### src/rtl/dense_pkg.sv
// Shared types and sizing helpers for the dense-layer MAC.
// Covers the FSM state encoding, accumulator width and rounding guard.
package dense_pkg;

    typedef enum logic [1:0] {
        ACCUM,
        FINISH,
        HOLD
    } state_t;

    // Headroom bit so bias and rounding terms cannot wrap the accumulator.
    localparam int SAT_GUARD = 1;

    function automatic int acc_w(input int width, input int n_in);
        return 2 * width + $clog2(n_in);
    endfunction

    function automatic int idx_w(input int n_in);
        return (n_in > 1) ? $clog2(n_in) : 1;
    endfunction

endpackage

### src/rtl/dense_round_sat.sv
// Combinational bias add, round-half-up, shift, saturate and optional ReLU.
// One instance per output neuron.
module dense_round_sat
    import dense_pkg::*;
#(
    parameter int WIDTH = 28,
    parameter int NFRAC = 14,
    parameter int ACC_W = 61,
    parameter int RELU  = 0
) (
    input  logic signed [ACC_W-1:0] acc,
    input  logic signed [WIDTH-1:0] bias,
    output logic        [WIDTH-1:0] y
);

    localparam int SW = ACC_W + SAT_GUARD;

    localparam logic signed [SW-1:0] HALF =
        SW'(1) <<< (NFRAC - 1);
    localparam logic signed [SW-1:0] SMAX =
        {{(SW-WIDTH+1){1'b0}}, {(WIDTH-1){1'b1}}};
    localparam logic signed [SW-1:0] SMIN =
        {{(SW-WIDTH+1){1'b1}}, {(WIDTH-1){1'b0}}};

    logic signed [SW-1:0] sum;
    logic signed [SW-1:0] shf;
    logic        [WIDTH-1:0] sat;

    assign sum = SW'(acc) + (SW'(bias) <<< NFRAC) + HALF;
    assign shf = sum >>> NFRAC;

    always_comb begin
        sat = shf[WIDTH-1:0];
        if (shf > SMAX) begin
            sat = {1'b0, {(WIDTH-1){1'b1}}};
        end else if (shf < SMIN) begin
            sat = {1'b1, {(WIDTH-1){1'b0}}};
        end
        y = sat;
        if (RELU != 0 && sat[WIDTH-1]) begin
            y = '0;
        end
    end

endmodule

### src/rtl/dense_layer_mac.sv
// Streaming fully-connected layer: one feature per beat, N_OUT parallel MACs.
// Results are rounded, saturated and held until the consumer takes them.
module dense_layer_mac
    import dense_pkg::*;
#(
    parameter int N_IN  = 32,
    parameter int N_OUT = 5,
    parameter int WIDTH = 28,
    parameter int NFRAC = 14,
    parameter int RELU  = 0,
    parameter logic signed [WIDTH-1:0] WEIGHTS [N_IN][N_OUT] =
        '{default: '0},
    parameter logic signed [WIDTH-1:0] BIAS [N_OUT] =
        '{default: '0}
) (
    input  logic                         clk,
    input  logic                         rst_n,
    input  logic                         clear,
    input  logic signed [WIDTH-1:0]      in_data,
    input  logic                         in_valid,
    output logic                         in_ready,
    output logic [N_OUT-1:0][WIDTH-1:0]  out_data,
    output logic                         out_valid,
    input  logic                         out_ready
);

    localparam int ACC_W = acc_w(WIDTH, N_IN);
    localparam int IDX_W = idx_w(N_IN);
    localparam int PW    = 2 * WIDTH;

    state_t state;
    state_t state_nx;

    logic [IDX_W-1:0]        idx;
    logic signed [ACC_W-1:0] acc  [N_OUT];
    logic signed [PW-1:0]    prod [N_OUT];
    logic [N_OUT-1:0][WIDTH-1:0] res;

    logic run;
    logic in_fire;
    logic out_fire;
    logic last;

    assign in_fire  = in_valid && in_ready && !clear;
    assign out_fire = out_valid && out_ready && !clear;
    assign last     = (idx == IDX_W'(N_IN - 1));

    // Holds in_ready low until the first clock after reset release.
    always_ff @(posedge clk or negedge rst_n) begin
        if (!rst_n) begin
            run <= 1'b0;
        end else begin
            run <= 1'b1;
        end
    end

    always_ff @(posedge clk or negedge rst_n) begin
        if (!rst_n) begin
            state <= ACCUM;
        end else begin
            state <= state_nx;
        end
    end

    always_comb begin
        state_nx = state;
        if (clear) begin
            state_nx = ACCUM;
        end else begin
            unique case (state)
                ACCUM:   if (in_fire && last) state_nx = FINISH;
                FINISH:  state_nx = HOLD;
                HOLD:    if (out_fire) state_nx = ACCUM;
                default: state_nx = ACCUM;
            endcase
        end
    end

    always_comb begin
        in_ready  = 1'b0;
        out_valid = 1'b0;
        unique case (state)
            ACCUM:   in_ready  = run;
            HOLD:    out_valid = 1'b1;
            default: ;
        endcase
    end

    always_comb begin
        for (int j = 0; j < N_OUT; j++) begin
            prod[j] = PW'(in_data) * PW'(WEIGHTS[idx][j]);
        end
    end

    always_ff @(posedge clk or negedge rst_n) begin
        if (!rst_n) begin
            idx <= '0;
            for (int j = 0; j < N_OUT; j++) acc[j] <= '0;
        end else if (clear || out_fire) begin
            idx <= '0;
            for (int j = 0; j < N_OUT; j++) acc[j] <= '0;
        end else if (in_fire) begin
            idx <= last ? '0 : idx + IDX_W'(1);
            for (int j = 0; j < N_OUT; j++) begin
                acc[j] <= acc[j] + ACC_W'(prod[j]);
            end
        end
    end

    for (genvar j = 0; j < N_OUT; j++) begin : g_rs
        dense_round_sat #(
            .WIDTH (WIDTH),
            .NFRAC (NFRAC),
            .ACC_W (ACC_W),
            .RELU  (RELU)
        ) u_rs (
            .acc  (acc[j]),
            .bias (BIAS[j]),
            .y    (res[j])
        );
    end

    always_ff @(posedge clk or negedge rst_n) begin
        if (!rst_n) begin
            out_data <= '0;
        end else if (state == FINISH && !clear) begin
            out_data <= res;
        end
    end

endmodule
### config.mk
export PLATFORM = sky130hd
export DESIGN_NAME = dense_layer_mac
export DESIGN_NICKNAME = d
export VERILOG_FILES = /design/src/rtl/dense_pkg.sv /design/src/rtl/dense_round_sat.sv /design/src/rtl/dense_layer_mac.sv
export SDC_FILE = /design/constraint.sdc
export NUM_CORES = 1
export LEC_CHECK = 0
export ABC_AREA = 1
export CELL_PAD_IN_SITES_DETAIL_PLACEMENT = 0
export CELL_PAD_IN_SITES_GLOBAL_PLACEMENT = 1
export CORE_ASPECT_RATIO = 1.75
export CORE_UTILIZATION = 43
export CTS_CLUSTER_DIAMETER = 150
export DETAILED_ROUTE_END_ITERATION = 6
export GPL_ROUTABILITY_DRIVEN = 1
export PLACE_DENSITY = 0.95
export RECOVER_POWER = 50
export SLEW_MARGIN = 20
export SYNTH_ARGS = -nofsm -noshare
export SYNTH_HDL_FRONTEND = slang
export SYNTH_HIERARCHICAL = 1
export SYNTH_SLANG_ARGS = --single-unit
### constraint.sdc
create_clock -name clk -period 1.8 [get_ports clk]
set_input_delay 0.36 -clock clk [delete_from_list [all_inputs] [get_ports clk]]
set_output_delay 0.36 -clock clk [all_outputs]
set_load 0.05 [all_outputs]
## Word level (Yosys, flattened, before mapping)

Memories as Yosys holds them, arrays and structs flattened.
Cells that the tools add are included.

| storage, ports and cells | value |
|---|---|
| memories | 1 |
| word-level logic and storage cells | 81 |
| memory bits (read-only) | 4,480 |
| register bits | 453 |

Memory list:

| name | depth | bits a word | rd ports | clocked after memory_dff | write ports | RTL line | text |
|---|---|---|---|---|---|---|---|
| (no name shown) | 32 | 140 | 1 | 0 | 0 | dense_layer_mac.sv:91 | `prod[j] = PW'(in_data) * PW'(WEIGHTS[idx][j]);` |

| operators by class | value |
|---|---|
| equality and inequality tests | 5 |
| bitwise logic cells | 1 |
| multiply operators | 5 |
| reduce and logical (&&, ||, !) cells | 11 |
| add/subtract/negate cells | 11 |
| mux-type cells | 23 |
| magnitude comparators | 11 |

Operators with widths:

| operator | number |
|---|---|
| 305-bit two-way mux | 2 |
| 61-bit by 15-bit adder with 62-bit output (second input constant) | 5 |
| 61-bit by 56-bit adder with 61-bit output | 5 |
| 28-bit by 28-bit multiplier with 56-bit output | 5 |
| 140-bit two-way mux | 2 |
| 28-bit two-way mux | 10 |
| 48-bit by 28-bit greater-than comparator with 1-bit output (second input constant) | 5 |
| 48-bit by 28-bit < comparator with 1-bit output (second input constant) | 5 |
| 5-bit two-way mux | 3 |
| 6-bit >= comparator (second input constant) | 1 |
| 1-bit logical AND | 6 |
| 2-bit two-way mux | 3 |
| 3-bit != test (second input constant) | 2 |
| 5-bit inverter with 6-bit output | 1 |
| 2-bit case mux with 3 select lines | 1 |
| 5-bit by 1-bit adder with 5-bit output (second input constant) | 1 |
| 5-bit equality test (second input constant) | 1 |
| 2-bit by 1-bit equality test with 1-bit output (second input constant) | 1 |
| 2-bit equality test (second input constant) | 1 |
| 2-bit logical NOT | 1 |
| 1-bit two-way mux | 2 |
| 2-bit AND reduction | 1 |
| 2-bit nonzero test | 1 |
| 1-bit logical NOT | 1 |
| 1-bit logical OR | 1 |

## Logic depth before layout (Yosys ltp)

Gate-level depths: netlist of run 1.

| logic depth | value |
|---|---|
| depth in word-level cells | 8 |
| depth in mapped cells | 24 |
| depth with buffers taken out | 23 |

## By module

The synthesis of run 1 kept the hierarchy.

Modules (own cells, without submodules):

| module | instances | cells an instance | area an instance (um^2) |
|---|---|---|---|
| dense_round_sat at g_rs[1].u_rs ... | 3 | 956 | 4,628.2 |
| dense_layer_mac | 1 | 660 | 5,889.4 |
| dense_round_sat at g_rs[0].u_rs | 1 | 940 | 4,590.7 |
| dense_round_sat at g_rs[4].u_rs | 1 | 910 | 4,350.4 |

## Worst setup path before layout of run 1

Ideal clock, no wire load.

| path | value |
|---|---|
| path kind | reg2out |
| from | reg state[1] |
| to | out in_ready |
| arrival time | 0.965 ns |
| buffers on the path | 0 |
| cell stages (with the launch flop) | 3 |
| setup slack | 0.475 ns |
| cells stage by stage | dfrtp_1 -> nor2_1 -> and2_1 |

| between the ends | value |
|---|---|
| cells in the longest elaborated chain, start to end | 2 |

RTL lines:

| item | RTL line | text |
|---|---|---|
| from (decl) | dense_layer_mac.sv:31 | `state_t state;` |
| from (signal assigned) | dense_layer_mac.sv:61 | `state <= state_nx;` |
| 2-bit logical NOT | dense_layer_mac.sv:82 | `unique case (state)` |
| 1-bit two-way mux | dense_layer_mac.sv:82 |  |
| to (decl) | dense_layer_mac.sv:21 | `output logic in_ready,` |

No other way between the ends.

## Final worst setup path of run 1

Same ends and word-level chain as after synthesis.

==> key figures, run 1 <==
Run status
  • Status: completed

Finish
  • Fill count: 7517
  • Antenna cells: 0
  • Layout area overhead: 15.1%
  • Share of cells above drive strength 1: 0.0827
  • Core Util, Final: 0.500
  • NumNets Final: approximately 6300

Route
  • Vias: 32100
  • Wire per inst: 14.4 um
  • Vias per cell: 4.67
  • Final WL: about 100000 um
  • 1st-iter DRT viols: 1456
  • DRC: 0
  • First drt pass iteration count: 6
  • Post-DRT Antenna Nets: 0

Power and ir drop
  • Leakage: 22.0 nW
  • Peak VDD IR: 0.000835 V
  • PwrDens: 502 mW/mm^2

Setup path
  • Worst Path Arrival: 1.39 ns
  • CP required: between 1 and 1.5 ns
  • CP max-delay cell: dfrtp_2
  • CP max stage delay: 0.43 ns
  • Critical path capture point type: primary output
  • Flop-to-flop setup slack: 0.18 ns
  • Crit path cell chain: nor2_2, and2_4, buf_12
  • Setup crit start kind: flip-flop
  • Worst Reg-to-Reg Cells: 6
  • Crit Path Max Fanout: 3
  • Reg-to-Reg End: out_data[53]
  • Reg-to-Reg Start: state[1]
  • Setup CP Type: flip-flop to primary output

CTS
  • Sinks on Clock Net: 148
  • Clk_lat worst skew: about 0.5 ns
  • CTS root buf: clkbuf_16
  • Num CTS Buffers: 17
  • CTS tree: done
  • Clock Tree Buf Depth: 2
  • Clock transition at the registers of the reported paths: 0.08 ns
  • H-tree lvl count: 4

Yosys
  • Synth cell count leaders: nand2_1 (2452), inv_1 (927), nor2_1 (354)
  • Distinct cells, synth: 49
  • Mapped Area: 0.0287 mm^2
  • Seq/Total Area, Yosys: 0.129
  • Main synth FF type: dfrtp_1
  • Post-synth ARST share: 1.00
  • Top post-synthesis cells by area: nand2_1 (32%), dfrtp_1 (13%), inv_1 (12%), ha_1 (10%), nand3_1 (5.8%)
  • Number of synthesized flops with an enable pin: 0
  • Top-area cell type share of the netlist area: 0.321
  • Most frequent cell after synthesis: nand2_1
  • Leading area contributor after synthesis: nand2_1
  • Syn Inst Count: 5378
  • Yosys reg bits: 148
  • Yosys warning count: 6
  • Syn_area_per_cell: 5.34 um^2

Timing
  • Tmin final: 1.75 ns
  • Max Slew Vio Count: 0
  • Layout Skew: 0.0161 ns
  • Hold_ws: about 0.26 ns
  • Max_slew headroom: 0.462
  • Setup violations, final: 0
  • Crit share post-route: 0.972
  • Worst-Margin Slew: 0.807 ns
  • RSZ-0062 raised after global routing: false
  • FMAX: 0.572 GHz
  • Final Hold Viols: 0

Placed design
  • IO buf count: approximately 150
  • Dpl hpwl: 86100 um
  • GPL Wtd Cong: 1.00

Floorplan
  • DIE WIDTH: 197 um
  • Die area: 0.0679 mm^2
  • Starting density of the core: 0.434
  • Die Ht: roughly 340 um
  • Core area: 0.0662 mm^2
  • Row cnt: 125
  • IO Pins: ~180

Min path
  • Worst hold-check path type: input port to async pin

Global routing
  • Overall Global Routing Usage: 0.295
  • Vias in the first global route: 30800
  • Initial antenna violation count: 0
  • Largest net degree at the start of global routing: 73
  • First-pass GRT wire length: 154000 um
  • Total grt overflow: 0

Run
  • Max-cap violations: 0
cells in the final DEF, fill, tap and decap left out, types with 6 or more instances in the layout:
master / count
and2_1: 25
nand3b_1: 35
dfrtp_1: 147
inv_2: 45
ha_1: 237
buf_4: 145
nand4_1: 53
clkinv_1: 6
nand3_2: 29
o21ai_0: 18
a21oi_1: 180
conb_1: 495
a31oi_1: 8
nand2_1: 2453
nand2_2: 79
inv_1: 927
nor2_4: 13
o21bai_1: 32
xor2_1: 114
a21o_1: 6
nor3_2: 14
nand3_1: 332
nor3_1: 26
xnor2_1: 16
nor2_1: 354
clkbuf_16: 17
nor2_2: 106
timing repair:
| action | 4_1_cts | 5_1_grt |
|---|---|---|
| hold buffers | 1 | 0 |
| resized for setup | 4 | 0 |
| hold endpoints to repair | 16 | 0 |
| endpoints found under the setup margin | 1 | 0 |
| buffers inserted | 1 | 0 |
cells by family (layout without fill, tap and decap cells):
family,count (synthesis),in the layout,share of synthesized area
simple gates,3542,3542,0.524
other cells,2,495,0.000262
buf+inv,1044,1170,0.143
xor+xnor,135,135,0.0425
compound gates,265,265,0.0543
fa+ha+maj,242,242,0.107
flops,148,148,0.129
layout make-up:
type / count / area [um^2] / area share
inverter: 979 / 3680 / 0.111
timing repair buffer: 159 / 1220 / 0.0371
tap: 889 / 1110 / 0.0337
clock buffer: 19 / 433 / 0.0131
sequential: 148 / 3700 / 0.112
clock inverter: 13 / 148 / 0.00447
multi-input combinational: 4679 / 22700 / 0.688
stage by stage:
stage	cells	power [mW]	instance area, um^2	setup slack (ns)	TNS (ns)
floorplan	5871	10.5	30600	0.475	0
detailed placement	6852	10.4	32500	-0.0182	-0.0366
finish	6886	16.6	33000	0.0509	0
global route	6886	17.9	33000	0.0202	0
CTS	6886	14.2	33100	0.0193	0
global placement	6852	10.4	32500	0.0108	0
state kept, by name, summed over array words and instances, names as in the netlist:
| signal | flops |
|---|---|
| state | 2 |
| idx | 5 |
| run | 1 |
| out_data | 140 |
how the worst max path moves through the flow:
stage,cells after the start,end,start,slack [ns]
global route,3,in_ready,state[1],0.02
detailed placement,6,out_data[95],clear,-0.02
global placement,6,out_data[103],clear,0.01
finish,3,in_ready,state[1],0.05
floorplan,2,in_ready,state[1],0.47
CTS,3,in_ready,state[1],0.02
power breakdown:
part,internal (mW),switching [mW]
registers,3.33,0.00346
logic,3.07,6.40
clock network,2.06,1.73
total,8.45,8.14
metal layers:
metal	wire (um)	up-vias	track usage
met5	0	-	0
met1	35400	14100	0.271
met3	2660	309	0.0236
met2	52300	710	0.582
met4	8580	0	0.241
li1	-	17000	-
critical path, delay by kind of cell (launching register included):
family,cells,cell delay (ns)
flip-flops,1,0.43
AND/OR/NAND/NOR,2,0.30
buffers and inverters,1,0.14
No activity file was read; power rests on OpenSTA's default activity.
==> run 2: changes to the inputs <==
Settings changed: ABC_CLOCK_PERIOD_IN_PS from default to 1790, SKIP_LAST_GASP from default to 1.
Clock period 1.8 ns to 1.79 ns, I/O delays scaled along.
==> key figures, run 2 (synthesis results as in run 1) <==
CTS
  • Clk_lat worst skew: 0.50 ns (about the same)
  • CTS root buf: clkbuf_16
  • Clock transition at the registers of the reported paths: 0.07 ns (about the same)
  • Clock Tree Buf Depth: 2 (unchanged)
  • H-tree lvl count: 4 (unchanged)
  • Sinks on Clock Net: 148 (unchanged)
  • CTS tree: done
  • Num CTS Buffers: 17 (unchanged)

Power and ir drop
  • Peak VDD IR: 0.000858 V (+2.8%)
  • Leakage: 22.0 nW (about the same)
  • PwrDens: 504 mW/mm^2 (+0.30%)

Min path
  • Hold EP: out_data[124]
  • Hold depth: 2
  • Min-delay src: out_data[124]
  • Worst hold-check path type: flip-flop to flip-flop

Route
  • First drt pass iteration count: 7 (+1)
  • Final WL: 98600 um (-0.27%)
  • DRC: 9 (+9)
  • Wire per inst: 14.3 um (-0.30%)
  • Vias: 32200 (+0.059%)
  • Post-DRT Antenna Nets: 0 (unchanged)
  • Vias per cell: 4.67 (about the same)
  • 1st-iter DRT viols: 1481 (+1.7%)

Floorplan
  • Die Ht: 344 um (unchanged)
  • DIE WIDTH: 197 um (unchanged)
  • Die area: 0.0679 mm^2 (unchanged)
  • Starting density of the core: 0.434 (unchanged)
  • Row cnt: 125 (unchanged)
  • Core area: 0.0662 mm^2 (unchanged)
  • IO Pins: 175 (unchanged)

Run status
  • Failing checks: DRC
  • Status: finished with violations

Placed design
  • IO buf count: 146 (unchanged)
  • GPL Wtd Cong: 1.01 (+0.42%)
  • Dpl hpwl: 85100 um (-1.1%)

Setup path
  • CP max-delay cell: dfrtp_1
  • Reg-to-Reg End: out_data[28]
  • CP max stage delay: 0.40 ns (-0.03 ns)
  • Worst Path Arrival: 1.36 ns (-0.03 ns)
  • Top Family by Delay on Critical Path: flip-flops
  • Worst Reg-to-Reg Cells: 7 (+1)
  • Crit path cell chain: nor2_2, and2_4, buf_12
  • Critical path capture point type: primary output
  • WP buf/inv: 1 (unchanged)
  • CP required: 1.43 ns (about the same)
  • Crit Path Max Fanout: 2 (-1)
  • Setup crit start kind: flip-flop
  • Setup CP Type: flip-flop to primary output
  • Reg-to-Reg Start: state[1]
  • Flop-to-flop setup slack: 0.15 ns (-0.03 ns)

Timing
  • Max_slew headroom: 0.114 (-0.348)
  • Max Slew Vio Count: 0 (unchanged)
  • Total Neg Setup Slack: 0 ns (unchanged)
  • FMAX: approximately 0.58 GHz
  • RSZ-0062 raised after global routing: false
  • Worst-Margin Slew: 1.33 ns (+0.522 ns)
  • Tmin final: approximately 1.7 ns
  • Layout Skew: 0.0140 ns (-0.00215 ns)
  • Final Hold Viols: 0 (unchanged)
  • Hold_ws: 0.471 ns (+0.214 ns)
  • Crit share post-route: 0.959
  • Setup violations, final: 0 (unchanged)

Finish
  • Most common cell after layout, fill and taps aside: nand2_1
  • NumNets Final: 6261 (+0.032%)
  • Biggest register: out_data
  • Antenna cells: 0 (unchanged)
  • Fill count: 7539 (+0.29%)
  • Top flop regs: out_data (140), idx (5), state (2)
  • Layout area overhead: 15.3%
  • Most frequent cells in the layout: nand2_1 (2453), inv_1 (927), conb_1 (495)
  • Share of cells above drive strength 1: 0.0832 (+0.000473)
  • Max reg flops: 140 (unchanged)

Global routing
  • Largest net degree at the start of global routing: 89 (+22%)
  • Initial antenna violation count: 1 (+1)
  • Vias in the first global route: 31200 (+1.3%)
  • Total grt overflow: 0 (unchanged)
  • First-pass GRT wire length: 154000 um (-0.15%)
  • Overall Global Routing Usage: 0.294 (-0.000934)

Run
  • Max-cap violations: 0 (unchanged)
-- run 2: metrics by stage --
stage | total power [mW] | cells | instance area [um^2] | setup slack [ns] | util
2_1_floorplan | 10.6 | 5871 | 30600 | 0.467 | -
3_3_place_gp | 10.5 | 6853 | 32500 | 0.0755 | 0.492
3_5_place_dp | 10.5 | 6853 | 32500 | 0.0826 | 0.492
4_1_cts | 14.3 | 6888 | 33200 | 0.0128 | 0.501
5_1_grt | 18.0 | 6888 | 33100 | 0.0252 | 0.501
6_report | 16.7 | 6888 | 33100 | 0.0732 | 0.501
-- run 2: layout make-up --
cell class                      instances  area [um^2]  area share
Sequential cell                       148         3700       0.112
Tap cell                              889         1110      0.0336
Clock buffer                           21          480      0.0145
Inverter                              979         3680       0.111
Timing Repair Buffer                  161         1280      0.0387
Multi-Input combinational cell       4679        22700       0.687
Clock inverter                         11          114     0.00344
-- run 2: how the worst max path moves through the flow --
stage	startpoint	end	slack (ns)	cells past startpoint
finish	state[1]	in_ready	0.07	3
global route	state[1]	out_valid	0.03	4
CTS	state[1]	in_ready	0.01	3
detailed placement	clear	out_data[16]	0.08	6
global placement	clear	out_data[25]	0.08	6
floorplan	state[1]	in_ready	0.47	2
-- run 2: routing by layer --
metal | track usage | up-vias | share of wire
met5 | 0 | - | 0
li1 | - | 17100 | -
met1 | 0.272 | 14000 | 0.36
met4 | 0.258 | 0 | 0.094
met2 | 0.564 | 744 | 0.52
met3 | 0.0319 | 355 | 0.033
-- run 2: repair_timing --
item | 4_1_cts | 5_1_grt
hold buffers | 1 | 0
endpoints found under the hold margin | 38 | 0
setup buffers | 2 | 0
gates resized for setup | 1 | 2
setup endpoints to repair | 1 | 1
-- run 2: worst register-to-register path, stage by stage (launching register included) --
cell and delay (ns):
dfrtp_1 0.40, clkbuf_1 0.12, clkbuf_4 0.14, nor2_1 0.15, nand2_1 0.18, clkbuf_2 0.32, nand2_1 0.15, nand2_1 0.06
-- run 2: power breakdown --
group	total, mW	switching [mW]	internal [mW]
Combinational	9.50	6.40	3.09
Sequential	3.35	0.00357	3.35
Clock	3.82	1.74	2.08
Total	16.7	8.15	8.52
==> run 3: changes to the inputs <==
Settings changed: CTS_CLUSTER_SIZE from default to 30, TNS_END_PERCENT from default to 100.
==> results of run 3 <==
No change in the layout: final DEF, timing and power equal those of run 2.
